File: config.mk
export PLATFORM = sky130hd
export DESIGN_NAME = eth_tx_arb
export DESIGN_NICKNAME = d
export VERILOG_FILES = /design/src/rtl/eth_tx_arb.sv
export SDC_FILE = /design/constraint.sdc
export NUM_CORES = 1
export LEC_CHECK = 0
export ABC_CLOCK_PERIOD_IN_PS = 3500
export BUFFER_PORTS_ARGS = -buffer_cell sky130_fd_sc_hd__buf_4
export CAP_MARGIN = 20
export CORE_AREA = 2 2 102 104
export CTS_CLUSTER_SIZE = 8
export DETAILED_ROUTE_END_ITERATION = 16
export DIE_AREA = 0 0 104 106
export GPL_TIMING_DRIVEN = 0
export RECOVER_POWER = 50
export SLEW_MARGIN = 5
export SYNTH_ARGS = -nofsm -noshare
export SYNTH_HDL_FRONTEND = slang
export SYNTH_SLANG_ARGS = --single-unit
File: constraint.sdc
create_clock -name clk156 -period 3.5 [get_ports clk156]
set_clock_uncertainty 0.2 [all_clocks]
set_input_delay 0.525 -clock clk156 [delete_from_list [all_inputs] [get_ports clk156]]
set_output_delay 0.525 -clock clk156 [all_outputs]
set_load 0.1 [all_outputs]
File: src/rtl/eth_tx_arb.sv
`default_nettype none
// ============================================================================
//  Module   : eth_tx_arb
//  Purpose  : Two-requester AXI-Stream packet arbiter feeding a 10G MAC TX,
//             with per-requester forwarded-packet counters.
//  Revision : 1.0 - initial release
// ============================================================================
module eth_tx_arb #(
    parameter int ARB_MODE = 0,
    parameter int CNT_W    = 16
) (
    input  logic             clk156,
    input  logic             sys_rst,
    input  logic             s0_axis_tvalid,
    output logic             s0_axis_tready,
    input  logic [63:0]      s0_axis_tdata,
    input  logic [7:0]       s0_axis_tkeep,
    input  logic             s0_axis_tlast,
    input  logic             s0_axis_tuser,
    input  logic             s1_axis_tvalid,
    output logic             s1_axis_tready,
    input  logic [63:0]      s1_axis_tdata,
    input  logic [7:0]       s1_axis_tkeep,
    input  logic             s1_axis_tlast,
    input  logic             s1_axis_tuser,
    input  logic             m_axis_tready,
    output logic             m_axis_tvalid,
    output logic [63:0]      m_axis_tdata,
    output logic [7:0]       m_axis_tkeep,
    output logic             m_axis_tlast,
    output logic             m_axis_tuser,
    output logic [1:0]       grant,
    output logic [CNT_W-1:0] pkt_cnt0,
    output logic [CNT_W-1:0] pkt_cnt1
);

    typedef enum logic [1:0] {
        IDLE = 2'd0,
        GNT0 = 2'd1,
        GNT1 = 2'd2
    } state_t;

    localparam logic c_fixed_prio = (ARB_MODE == 1);

    state_t           r_state;
    state_t           w_state_nxt;
    logic             r_last_served;
    logic [CNT_W-1:0] r_pkt_cnt0;
    logic [CNT_W-1:0] r_pkt_cnt1;
    logic             w_pkt_done;

    // The data path is a pure mux selected by state; nothing is registered.
    always_comb begin
        w_state_nxt    = r_state;
        m_axis_tvalid  = 1'b0;
        m_axis_tdata   = '0;
        m_axis_tkeep   = '0;
        m_axis_tlast   = 1'b0;
        m_axis_tuser   = 1'b0;
        s0_axis_tready = 1'b0;
        s1_axis_tready = 1'b0;
        grant          = 2'b00;
        case (r_state)
            IDLE: begin
                if (s0_axis_tvalid && s1_axis_tvalid) begin
                    // Round-robin hands the bus to whoever was not served last.
                    if (c_fixed_prio || r_last_served) begin
                        w_state_nxt = GNT0;
                    end else begin
                        w_state_nxt = GNT1;
                    end
                end else if (s0_axis_tvalid) begin
                    w_state_nxt = GNT0;
                end else if (s1_axis_tvalid) begin
                    w_state_nxt = GNT1;
                end
            end
            GNT0: begin
                m_axis_tvalid  = s0_axis_tvalid;
                m_axis_tdata   = s0_axis_tdata;
                m_axis_tkeep   = s0_axis_tkeep;
                m_axis_tlast   = s0_axis_tlast;
                m_axis_tuser   = s0_axis_tuser;
                s0_axis_tready = m_axis_tready;
                grant          = 2'b01;
                if (s0_axis_tvalid && m_axis_tready && s0_axis_tlast) begin
                    w_state_nxt = IDLE;
                end
            end
            GNT1: begin
                m_axis_tvalid  = s1_axis_tvalid;
                m_axis_tdata   = s1_axis_tdata;
                m_axis_tkeep   = s1_axis_tkeep;
                m_axis_tlast   = s1_axis_tlast;
                m_axis_tuser   = s1_axis_tuser;
                s1_axis_tready = m_axis_tready;
                grant          = 2'b10;
                if (s1_axis_tvalid && m_axis_tready && s1_axis_tlast) begin
                    w_state_nxt = IDLE;
                end
            end
            default: begin
                w_state_nxt = IDLE;
            end
        endcase
    end

    assign w_pkt_done = m_axis_tvalid && m_axis_tready && m_axis_tlast;

    always_ff @(posedge clk156 or posedge sys_rst) begin
        if (sys_rst) begin
            r_state       <= IDLE;
            r_last_served <= 1'b1;
            r_pkt_cnt0    <= '0;
            r_pkt_cnt1    <= '0;
        end else begin
            r_state <= w_state_nxt;
            if (w_pkt_done) begin
                if (r_state == GNT0) begin
                    r_last_served <= 1'b0;
                    r_pkt_cnt0    <= r_pkt_cnt0 + CNT_W'(1);
                end else begin
                    r_last_served <= 1'b1;
                    r_pkt_cnt1    <= r_pkt_cnt1 + CNT_W'(1);
                end
            end
        end
    end

    assign pkt_cnt0 = r_pkt_cnt0;
    assign pkt_cnt1 = r_pkt_cnt1;

endmodule
`default_nettype wire

* Yosys cells after proc, flatten, opt, wreduce, memory -nomap -nowiden
Index checks and enable logic that the tools add are counted.
** Word-level totals
- Register bits :: 35
- Input port bits :: 153
- Output and inout bits :: 111
- Logic and storage cells :: 39
** Operators by class
- $add $sub $neg :: 2
- Eq/ne operators :: 5
- Mux-type cells :: 16
- Bitwise logic cells :: 1
- Reductions and logical operators :: 11
** Operators with widths (count)
- $pmux 64 s2 :: 1
- $add 16x1->16 const B :: 2
- $pmux 8 s2 :: 1
- $mux 2 :: 6
- $logic_and 1x1->1 :: 7
- $pmux 1 s2 :: 3
- $pmux 2 s3 :: 1
- $ne 2x2->1 const B :: 2
- $ne 4x4->1 const B :: 1
- $pmux 2 s2 :: 1
- $reduce_and 2->1 :: 2
- $mux 1 :: 3
- $reduce_and 3->1 :: 1
- $eq 2x1->1 const B :: 1
- $eq 2x2->1 const B :: 1
- $logic_not 2->1 :: 1
- $not 1->1 :: 1

* Longest topological paths before layout
Gate-level depths: netlist (run 1).
- Word-level depth :: 5
- Gate-level depth with buffers :: 8
- Mapped depth without buffers :: 6

* Worst setup path before layout (run 1)
OpenSTA, ideal clock, no wires.
- Path type :: reg-to-output
- Start point :: register r_state[1]
- End point :: output m_axis_tdata[18]
- Arrival time :: 2757 ps
- Required time :: 2775 ps
- Slack :: 18 ps
- Stages on the path, launching flop included :: 8
- Buffers on the path :: 3
- Cells stage by stage :: dfrtp_1 inv_1 ha_1 buf_4 clkbuf_1 clkbuf_1 a22oi_1 nor2_1
** Between the ends
- Word-level cells in the longest chain between the ends :: 2
- Elaborated cells between the ends (all ways) :: 3
- Those cells by class :: eq/ne: 2; mux: 1
** RTL lines
- from (decl) :: line 45 : state_t r_state;
- from (signal assigned) :: line 117 : r_state <= w_state_nxt;
- $eq 2x2->1 / $eq 2x1->1 (equally long branches) :: line 63 : case (r_state)
- $pmux 64 s2 * :: line 63
- to (decl) :: line 28 : output logic [63:0] m_axis_tdata,
Every way passes the cells marked *; elsewhere a longest branch is shown, timed or not.

* Worst setup path in the final report (run 1)
- Start point :: register r_state[0]
- End point :: output m_axis_tdata[61]
Same word-level chain as after synthesis.

==> results.txt, run 1 <==
The flow ran to the end, and the final reports show no timing, DRC or antenna violations. The total via count after detailed routing came out at approximately 3.6k. Based on the critical path, the design can be clocked at up to 0.311 GHz.

The post-DP HPWL is ~11,000 µm. Clock-pin slew was measured on the worst setup and hold paths at 0.07 ns. The internal power consumption came out at roughly 1.5 mW.

In the layout the commonest cells are buf_4, nor2_1, a22oi_1, clkbuf_1, dfrtp_1. The area fraction of the dominant cell type after synthesis is a little under a third. Buffers placed on the I/O ports in this run total about 260.

The placeable core area is 10000 µm². The post-layout total power is approximately 5.5 mW. The path class of the tightest hold or removal check is reg -> reg. For this run, the leading register cell type out of synthesis is dfrtp_1. By area the synthesized netlist is led by dfrtp_1, a22oi_1, nor2_1.

The critical path goes through inv_1 > ha_1 > inv_2 > clkbuf_1 > buf_1 > nor2_1 > buf_4. In the final timing run, aggregate negative setup slack is 0 ns. The share of the cycle needed by the critical path after routing came out at between 90% and 100%. The share of total power consumed by net switching is between 70 and 80%.

The via count of the first global-routing pass is 3,550. Counting the buffers created by CTS gives 5. The routability congestion estimate from global placement came out at about 0.89.

The required time of the critical path is between 2 and 3 ns. The peak supply drop is roughly 760 µV. The number of antenna repair diodes came out at 0. In this run the most critical hold path is launched from pkt_cnt0[15].

The hold buffer count at cts is 0. The detailed router finished its first iteration with roughly 230 violations. The first global-routing pass estimated a little under 20,000 µm of wire. The share of the Yosys chip area taken by registers is between 30% and 40%. The average cell area after synthesis came out at just over 8 µm².

The data arrival time at the worst-slack endpoint came out at ~2.5 ns. The most common cell after layout, fill and taps aside is buf_4. The number of ports placed on the die boundary is 264. The total of warnings raised by yosys is 0. For this run, asynchronously set or reset flops after synthesis account for 100%. The startpoint kind of the worst setup timing path is a flip-flop. The share of post-route cells with drive strength above 1 is approximately two fifths.

The number of cell rows came out at 37. The residual overflow from global routing came out at 0. The worst setup path startpoint is r_state[0]. The number of instances in the synthesized netlist is approximately 330.

The final-layout fill cell count came out at around 1.1k. The die boundary width is about 100 µm. The endpoint type of the worst setup path is an output port.

The post-synth net total came out at 492. The number of maximum-capacitance violations came out at 0. Summed over all layers, the routed wires come to between 10,000 and 15,000 µm. The fraction of power consumed by the clock network is between 5 and 6%. The final critical-path required period is around 3.2 ns.

The leakage component of the power came out at between 2 and 2.5 nW. The cell area power density is between 1000 and 1500 nW/µm². The routed wire length per instance came out at 17.9 µm. The synthesized design spends more area on one cell type than any other, namely dfrtp_1.

From bottom edge to top edge, the die measures roughly 110 µm. Setup violations remaining at the end of the flow were counted as 0. The layer flagged by global routing as most heavily used is met2.

The gate family responsible for the most delay along the worst path is buffers and inverters. The worst-path maximum fanout is 10. The count of distinct cell types in the synthesized netlist is 31. Clock tree synthesis selected as its root buffer the cell clkbuf_8. The clock latency on the worst-skew pair is roughly 0.28 ns. The power spent charging and discharging nets is about 4.0 mW. The worst setup timing slack at the placement stage came out at between 0.3 and 0.4 ns. Sequential cells burn around 8.6% of the power. The average via count per standard cell came out at 4.91. TritonCTS built the clock tree. The worst-path cell with the longest stage delay is buf_1. The number of failing hold endpoints at the final stage was 0. The tightest hold margin is 0.271 ns.

Of the total power, combinational logic draws between 80 and 90%. At the end of the flow, the number of nets in the layout was 760. In this run the critical register-to-register path is launched from r_state[1]. The total die area came out at around 11,000 µm². The area of combinational cells with multiple inputs is roughly 1600 µm². The maximum level of the CTS H-tree came out at 2.

The initial cell density of the core is 27.0%. The largest net degree at the start of global routing is 36. The pre-antenna-repair detailed-routing pass consisted of 7 iterations.

Setup repair after global routing left no endpoint under its margin. The fraction of met3 tracks used by global routing is ~9%. The number of buffers and inverters on the critical path came out at 5. The post-synthesis instance area came out at approximately 2700 µm².

The longest clock path from root to sink contains 2 buffers. The count of antenna-violating nets left after detailed routing came out at 0. In this run the tightest slew margin relative to its limit is under 10%. The transition time at the pin with the least slew margin is between 1 and 1.5 ns. For this run, the total global-route usage over all layers was measured as a little under a quarter. The met1 demand-to-capacity share in global routing came out at between 20 and 30%. The DRC violations left came out at 0. Across all setup checks in the final design, the least slack found is 0.287 ns.

The layout overhead on the synthesized area came out at 76.1%. For this run, the slowest stage of the critical path takes 0.44 ns. The met2 usage came out at about two fifths. The critical path is of the reg -> out type.

The area used by sequential logic in the layout came out at 877 µm². Synthesis inferred 35 register bits. The number of enable-type register cells in the synthesized netlist is 0.

The count of final max-slew check failures is 0. The sink count of the clock tree is 35. The initial antenna violation count is 0.
==> cell families (layout without fill, tap and decap cells) <==
kind of cell    after synthesis  in the layout  synth area share, %
simple gates                146            146                 26.5
buf+inv                      33            301                 4.78
compound gates               77             77                 21.6
flops                        35             35                 32.5
fa+ha+maj                     7              7                 3.25
mux                           4              4                 1.58
xor+xnor                     30             30                 9.74
==> path summary, 6_finish.rpt <==
path / to / slack [ns] / depth (start not counted)
setup / recovery: m_axis_tdata[61] / 0.29 / 7
hold / removal: pkt_cnt0[15] / 0.27 / 1
setup reg to reg: pkt_cnt0[14] / 0.68 / 8
hold reg to reg: pkt_cnt0[15] / 0.27 / 1
max in group asynchronous: pkt_cnt0[3] / 1.87 / 2
min in group asynchronous: pkt_cnt0[10] / 0.43 / 2
==> per-layer routing <==
| metal | part of all wire, % | wire [µm] |
|---|---|---|
| met5 | 0 | 0 |
| met1 | 40 | 5220 |
| met2 | 49 | 6450 |
| met4 | 1.5 | 194 |
| met3 | 10 | 1340 |
==> sequential cells by signal (all words and copies together) (netlist names) <==
register and count:
pkt_cnt0 16, pkt_cnt1 16, r_last_served 1, r_state 2
==> power groups by stage <==
| stage | Combinational [mW] | Clock, mW | Sequential, mW |
|---|---|---|---|
| after floorplan | 3.64 | 0 | 0.578 |
| after global placement | 4.79 | 0 | 0.481 |
| after detailed placement | 4.81 | 0 | 0.483 |
| after CTS | 4.82 | 0.302 | 0.475 |
| after global routing | 4.99 | 0.314 | 0.482 |
| final | 4.78 | 0.291 | 0.475 |
==> cells in the mapped netlist (all sizes together) (2+ instances only) <==
library cell  count
a22oi            76
and2              2
and3              2
and4              4
buf               8
clkbuf           19
dfrtp            34
ha                7
inv               6
mux2              2
mux2i             2
nand2            16
nand3            17
nand4             8
nand4b            2
nor2             79
nor3              6
nor4              7
xnor2            19
xor2             11
==> stage by stage <==
stage / util, % / instance area (µm²) / std cells
6_report: 47.5 / 4750 / 736
3_3_place_gp: 48.3 / 4830 / 730
3_5_place_dp: 48.3 / 4830 / 730
5_1_grt: 47.5 / 4750 / 736
4_1_cts: 49.2 / 4920 / 737
2_1_floorplan: - / 2700 / 332
==> final cells by class <==
class	instances	area share, %
Timing Repair Buffer	262	38.7
Multi-Input combinational cell	264	34.7
Sequential cell	35	18.5
Tap cell	136	3.58
Buffer	26	2.21
Clock buffer	6	1.74
Inverter	6	0.474
Clock inverter	1	0.105
==> what timing repair did <==
item | 4_1_cts | 5_1_grt
endpoints found under the setup margin | 0 | 59
setup buffers | 0 | 0
resized for setup | 0 | 5
Note: power is estimated with default switching activity, not from simulation.
==> run 2: changes to the inputs <==
ABC_CLOCK_PERIOD_IN_PS = 3900   (was 3500)
clock period = 3.9 ns   (was 3.5 ns; I/O delays follow)
==> run 2 against run 1 <==
Against the previous run: worst setup slack improved by 0.19 ns; utilization fell by 0.050 points; critical endpoint is now m_axis_tdata[28]; die area unchanged; non-clock buffer count grew 1; sequential share of layout area hardly changed; routed wire length about the same.
==> results.txt, run 2 (same netlist as run 1, synthesis figures left out) <==
Outcome: completed (unchanged). The TritonCTS clock tree was done (unchanged). The die boundary width came out at 104 µm (unchanged). The number of I/O port buffers is 262 (unchanged).

The number of failing hold endpoints at the final stage is 0 (unchanged). The startpoint kind of the worst setup timing path is a flip-flop (unchanged). The count of final max-slew check failures is 0 (unchanged). The final net count came out at 761 (was 760).

The placeable core area was 10000 µm² (unchanged). The total track usage is 22.8% (unchanged). The post-placement cell area was 4830 µm² (unchanged). The final critical-path required period came out at 3.43 ns. The worst setup timing slack at the placement stage is 0.730 ns (was 0.390 ns). The post-CTS setup buffer count is 0 (unchanged). The tightest hold margin is 0.271 ns (about the same). The share of the cycle needed by the critical path after routing came out at 87.9%. The delay of the slowest critical-path stage came to 0.44 ns (about the same). The required time of the critical path came out at 3.12 ns (was 2.77 ns). The routed wire length came out at 13,200 µm (about the same). The cell area power density is 1050 nW/µm² (was 1170 nW/µm²). The transition time at the pin with the least slew margin is 1.36 ns (was 1.35 ns). The number of gates given a new drive strength after cts is 0 (unchanged). The final-layout fill cell count is 1,082 (was 1,077). The hold buffer count at cts came out at 0 (unchanged). Commonest cells after routing, fill and taps aside: buf_4, nor2_1, a22oi_1, clkbuf_1, dfrtp_1 (unchanged).

The clock-pin transition on the worst setup and hold timing paths was 0.07 ns (about the same). The layout overhead on the synthesized area is 76.0% (was 76.1%). The start-to-end type of the worst setup path was reg -> out (unchanged). The routability congestion estimate from global placement is 0.891 (unchanged). The number of ports placed on the die boundary is 264 (unchanged).

The die outline height is 106 µm (unchanged). The sink count of the clock tree came out at 35 (unchanged). The number of antenna repair diodes was 0 (unchanged). The clock root buffer was clkbuf_8 (unchanged). The largest net degree at the start of global routing came out at 36 (unchanged). The post-DP HPWL came out at 11,000 µm (unchanged). The highest clock frequency the design can meet is approximately 0.3 GHz. The fraction of met3 tracks used by global routing was 8.89% (unchanged).

The tightest slew margin relative to the limit was 9.00% (was 9.58%). The worst-path cell with the longest stage delay is clkbuf_1 (was buf_1). The kind of path behind the tightest hold check is reg -> reg (unchanged). The routed wire length per instance came out at 17.9 µm (about the same). The worst-path maximum fanout was 10 (unchanged). The met2 usage is 38.9% (unchanged). The number of maximum-capacitance violations is 0 (unchanged).

The number of buffers and inverters on the critical path was 5 (unchanged). Ordered cell list for the critical path: inv_1 > ha_1 > buf_4 > clkbuf_1 > clkbuf_1 > a22oi_1 > nor2_1 > buf_4 (was inv_1 > ha_1 > inv_2 > clkbuf_1 > buf_1 > nor2_1 > buf_4). The average via count per standard cell came out at 4.95 (was 4.91). RSZ-0062 raised after global routing: false (unchanged). The endpoint type of the worst setup path is an output port (unchanged). The global-route wire length before repair is 19,700 µm (unchanged). The share of post-route cells with drive strength above 1 came out at 40.1% (was 40.8%). The minimum setup slack in the final design came out at 0.473 ns (was 0.287 ns).

The gate family responsible for the most delay along the worst path is buffers and inverters (unchanged). The data arrival time at the worst-slack endpoint came out at 2.64 ns (was 2.49 ns). The first-iteration detailed-routing DRC count is 238 (was 228). The most common cell after layout, fill and taps aside is buf_4 (unchanged). The residual overflow from global routing is 0 (unchanged). The total via count after detailed routing is 3,648 (was 3,617). The final instance area came out at 4740 µm² (was 4750 µm²). The total die area is 11,000 µm² (unchanged). The maximum level of the CTS H-tree is 2 (unchanged). The iteration count of the initial detailed-routing pass is 5 (was 7). The clock latency on the worst-skew pair is 0.28 ns (about the same). The DRC violations left came out at 0 (unchanged). The CTS buffer count came out at 5 (unchanged). The met1 demand-to-capacity share in global routing is 27.3% (unchanged). The number of cell rows came out at 37 (unchanged). The maximum clock insertion buffer count is 2 (unchanged). The peak supply drop came out at 682 µV (was 760 µV). The count of antenna-violating nets left after detailed routing was 0 (unchanged).

The via count of the first global-routing pass is 3,550 (unchanged). The initial antenna violation count came out at 0 (unchanged). The number of setup violations in the final report is 0 (unchanged). The initial cell density of the core is 27.0% (unchanged). The setup TNS after final layout came out at 0 ns (unchanged). The highest-utilization routing layer at the global route stage is met2 (unchanged).

The leakage component of the power is 2.33 nW (was 2.34 nW).
[run 2: cell types whose count changed in the layout (fill, tap and decap cells not counted)]
cell / delta
a22oi_1: +1
a22oi_2: -1
buf_1: +1
clkbuf_1: +3
clkbuf_2: -3
[run 2: final cells by class]
cell class                      count  area [µm²]  area share (%)
Tap cell                          136         170            3.59
Buffer                             27         105            2.22
Timing Repair Buffer              262        1840            38.8
Sequential cell                    35         877            18.5
Inverter                            6        22.5           0.475
Multi-Input combinational cell    264        1640            34.6
Clock buffer                        6        82.6            1.74
Clock inverter                      1        5.00           0.105
[run 2: stage by stage]
stage                     utilization, %  instances  total power, mW
after floorplan                        -        332             3.78
after global placement              48.3        730             4.73
after detailed placement            48.3        730             4.75
after CTS                           49.2        737             5.03
after global routing                47.4        737             5.19
final                               47.4        737             4.98
[run 2: worst reg2reg max path, cell delays in order (launching register included)]
cell      delay, ns
dfrtp_1        0.40
inv_1          0.15
ha_1           0.30
a22oi_1        0.27
or4_1          0.57
clkbuf_1       0.21
nor4_1         0.45
xor2_1         0.12
[run 2: metal layers]
layer,up-vias,wire [µm],share of wire (%)
met2,170,6480,49
met4,0,223,1.7
met1,1719,5220,40
li1,1744,-,-
met5,-,0,0
met3,15,1280,9.7
[run 2: path summary, 6_finish.rpt]
path | start | to | slack (ns) | depth (start not counted)
worst max-delay path | r_state[1] | m_axis_tdata[28] | 0.47 | 8
worst min-delay path | pkt_cnt0[15] | pkt_cnt0[15] | 0.27 | 1
worst max register to register | r_state[0] | pkt_cnt0[14] | 1.11 | 7
worst min register to register | pkt_cnt0[15] | pkt_cnt0[15] | 0.27 | 1
max in group asynchronous | sys_rst | pkt_cnt1[13] | 2.20 | 2
min in group asynchronous | sys_rst | pkt_cnt0[10] | 0.50 | 2
[run 2: power breakdown]
part           leakage (nW)  internal, mW  switching (mW)
clock                0.0470         0.138           0.123
sequential            0.482         0.395          0.0315
combinational          1.80         0.827            3.46
==> run 3: changes to the inputs <==
CORE_AREA = 2 2 101 103   (was 2 2 102 104)
DIE_AREA = 0 0 103 105   (was 0 0 104 106)
==> run 3 against run 2 <==
Against the previous run: final area shrank 0.13%; sequential power is essentially flat; register-to-register slack lost 0.02 ns; critical path type unchanged.
==> results.txt, run 3 (same netlist as run 1, synthesis figures left out) <==
The setup TNS after final layout is 0 ns (unchanged). The final net count was 761 (unchanged). The count of final max-slew check failures is 0 (unchanged). The average via count per standard cell is 5.04 (was 4.95).

The routed wire length per instance was 19.5 µm (was 17.9 µm). The transition time at the pin with the least slew margin is 1.31 ns (was 1.36 ns). The end of the worst hold path was pkt_cnt1[15] (was pkt_cnt0[15]). The largest net degree at the start of global routing is 36 (unchanged). The required time of the critical path is 3.12 ns (about the same).

The leakage component of the power came to 2.32 nW (was 2.33 nW). The most common cell after layout, fill and taps aside is buf_4 (unchanged). The number of failing hold endpoints at the final stage was 0 (unchanged).

The layout overhead on the synthesized area came out at 75.7% (was 76.0%). The start-to-end type of the worst setup path is reg -> out (unchanged). The maximum level of the CTS H-tree came out at 2 (unchanged). The highest clock frequency the design can meet came out at 0.280 GHz (was 0.292 GHz).

The die boundary width is 103 µm (was 104 µm). The worst-path maximum fanout is 10 (unchanged). The first-iteration detailed-routing DRC count is 167 (was 238). The tightest slew margin relative to the limit came to 12.3% (was 9.00%). The final critical-path required period is 3.57 ns (was 3.43 ns). The clock latency on the worst-skew pair came to 0.29 ns (was 0.28 ns). The share of the cycle needed by the critical path after routing is 91.4% (was 87.9%). The maximum clock insertion buffer count is 2 (unchanged). The initial antenna violation count is 0 (unchanged). The total die area came to 10,800 µm² (was 11,000 µm²). The initial cell density of the core is 28.0% (was 27.0%). The final instance area came to 4740 µm² (about the same). The peak supply drop is 651 µV (was 682 µV). The launching point of the worst reg2reg path was r_state[0] (unchanged). The iteration count of the initial detailed-routing pass came out at 5 (unchanged).

The share of post-route cells with drive strength above 1 came out at 40.0% (was 40.1%). The worst min-delay path startpoint is pkt_cnt1[15] (was pkt_cnt0[15]). The TritonCTS clock tree is done (unchanged). The number of antenna repair diodes is 0 (unchanged). The routability congestion estimate from global placement is 0.940 (was 0.891). Commonest cells after routing, fill and taps aside: buf_4, nor2_1, a22oi_1, clkbuf_1, dfrtp_1 (unchanged).

The post-DP HPWL came out at 12,000 µm (was 11,000 µm). The number of setup violations in the final report is 0 (unchanged). The reg-to-reg setup timing slack is 1.09 ns (was 1.11 ns).

The clock-pin transition on the worst setup and hold timing paths is 0.07 ns (about the same). The routed wire length came out at 14,300 µm (was 13,200 µm). The number of gates given a new drive strength after cts came out at 0 (unchanged). The sink count of the clock tree is 35 (unchanged). The number of ports placed on the die boundary is 264 (unchanged). The hold buffer count at cts came out at 0 (unchanged). The count of antenna-violating nets left after detailed routing is 0 (unchanged).

The number of cell rows came out at 36 (was 37). The number of cells on the worst hold path came to 1 (unchanged). The total via count after detailed routing was 3,703 (was 3,648). The placeable core area came out at 9640 µm² (was 10000 µm²). The clock root buffer was clkbuf_8 (unchanged).

The residual overflow from global routing is 0 (unchanged). The data arrival time at the worst-slack endpoint came out at 2.78 ns (was 2.64 ns). The post-placement cell area was 4830 µm² (about the same).

The number of maximum-capacitance violations came out at 0 (unchanged). The via count of the first global-routing pass came to 3,681 (was 3,550). The startpoint kind of the worst setup timing path is a flip-flop (unchanged). The capturing point of the worst reg2reg path was pkt_cnt0[14] (unchanged). The kind of path behind the tightest hold check was reg -> reg (unchanged). The DRC violations left came to 0 (unchanged). The number of I/O port buffers is 262 (unchanged).

The worst-case reg-to-reg path depth is 7 (unchanged). The cell area power density came out at 1050 nW/µm² (about the same). The global-route wire length before repair is 20,900 µm (was 19,700 µm). The CTS buffer count is 5 (unchanged). Outcome: completed (unchanged). RSZ-0062 raised after global routing: false (unchanged).

The die outline height came out at 105 µm (was 106 µm). The post-CTS setup buffer count came out at 0 (unchanged). The endpoint type of the worst setup path is an output port (unchanged).

The total track usage came out at 25.5% (was 22.8%).
## run 3: cell count changes in the layout (fill, tap and decap cells not counted), sizes merged
cell	change
clkinvlp	+1
## run 3: area by class of cell
| cell class | count | area [µm²] |
|---|---|---|
| fillers | 1043 | 4900 |
| repair buffers | 262 | 1840 |
| multi-input cells | 264 | 1640 |
| flip-flops and latches | 35 | 877 |
| well taps | 133 | 166 |
| plain buffers | 27 | 105 |
| clock buffers | 6 | 72.6 |
| inverters | 6 | 22.5 |
| clock inverters | 2 | 12.5 |
## run 3: routing by layer
layer  track usage, %  up-vias  part of all wire (%)
met3             5.62       25                   7.1
met1             31.3     1766                    39
li1                 -     1743                     -
met2             44.0      169                    52
met5                0        -                     0
met4             7.61        0                   2.7
## run 3: worst max-delay path, cell delays in order (launching register included)
cell	delay (ns)
dfrtp_1	0.41
inv_1	0.14
ha_1	0.35
clkbuf_1	0.42
buf_1	0.47
a22oi_1	0.19
nor2_1	0.19
buf_4	0.32
## run 3: power breakdown
group,total [mW],switching [mW],internal (mW)
registers,0.427,0.0329,0.394
clock network,0.264,0.139,0.125
logic,4.30,3.47,0.828
## run 3: per-stage QoR
| stage | hold slack, ns | utilization (%) | power, mW | setup slack, ns | cells |
|---|---|---|---|---|---|
| floorplan | 0.318 | - | 3.78 | 0.358 | 332 |
| global placement | 0.267 | 50.1 | 4.75 | 0.710 | 727 |
| detailed placement | 0.268 | 50.1 | 4.76 | 0.648 | 727 |
| CTS | 0.252 | 51.0 | 5.03 | 0.318 | 735 |
| global route | 0.313 | 49.2 | 5.21 | 0.0740 | 735 |
| finish | 0.275 | 49.2 | 4.99 | 0.334 | 735 |
## run 3: worst max-delay path by stage
stage / startpoint / endpoint / slack [ns]
6_report: r_state[0] / m_axis_tkeep[2] / 0.33
5_1_grt: r_state[1] / m_axis_tdata[27] / 0.07
4_1_cts: r_state[1] / m_axis_tdata[18] / 0.32
3_5_place_dp: r_state[1] / m_axis_tdata[18] / 0.65
3_3_place_gp: r_state[1] / m_axis_tdata[27] / 0.71
2_1_floorplan: r_state[1] / m_axis_tdata[18] / 0.36
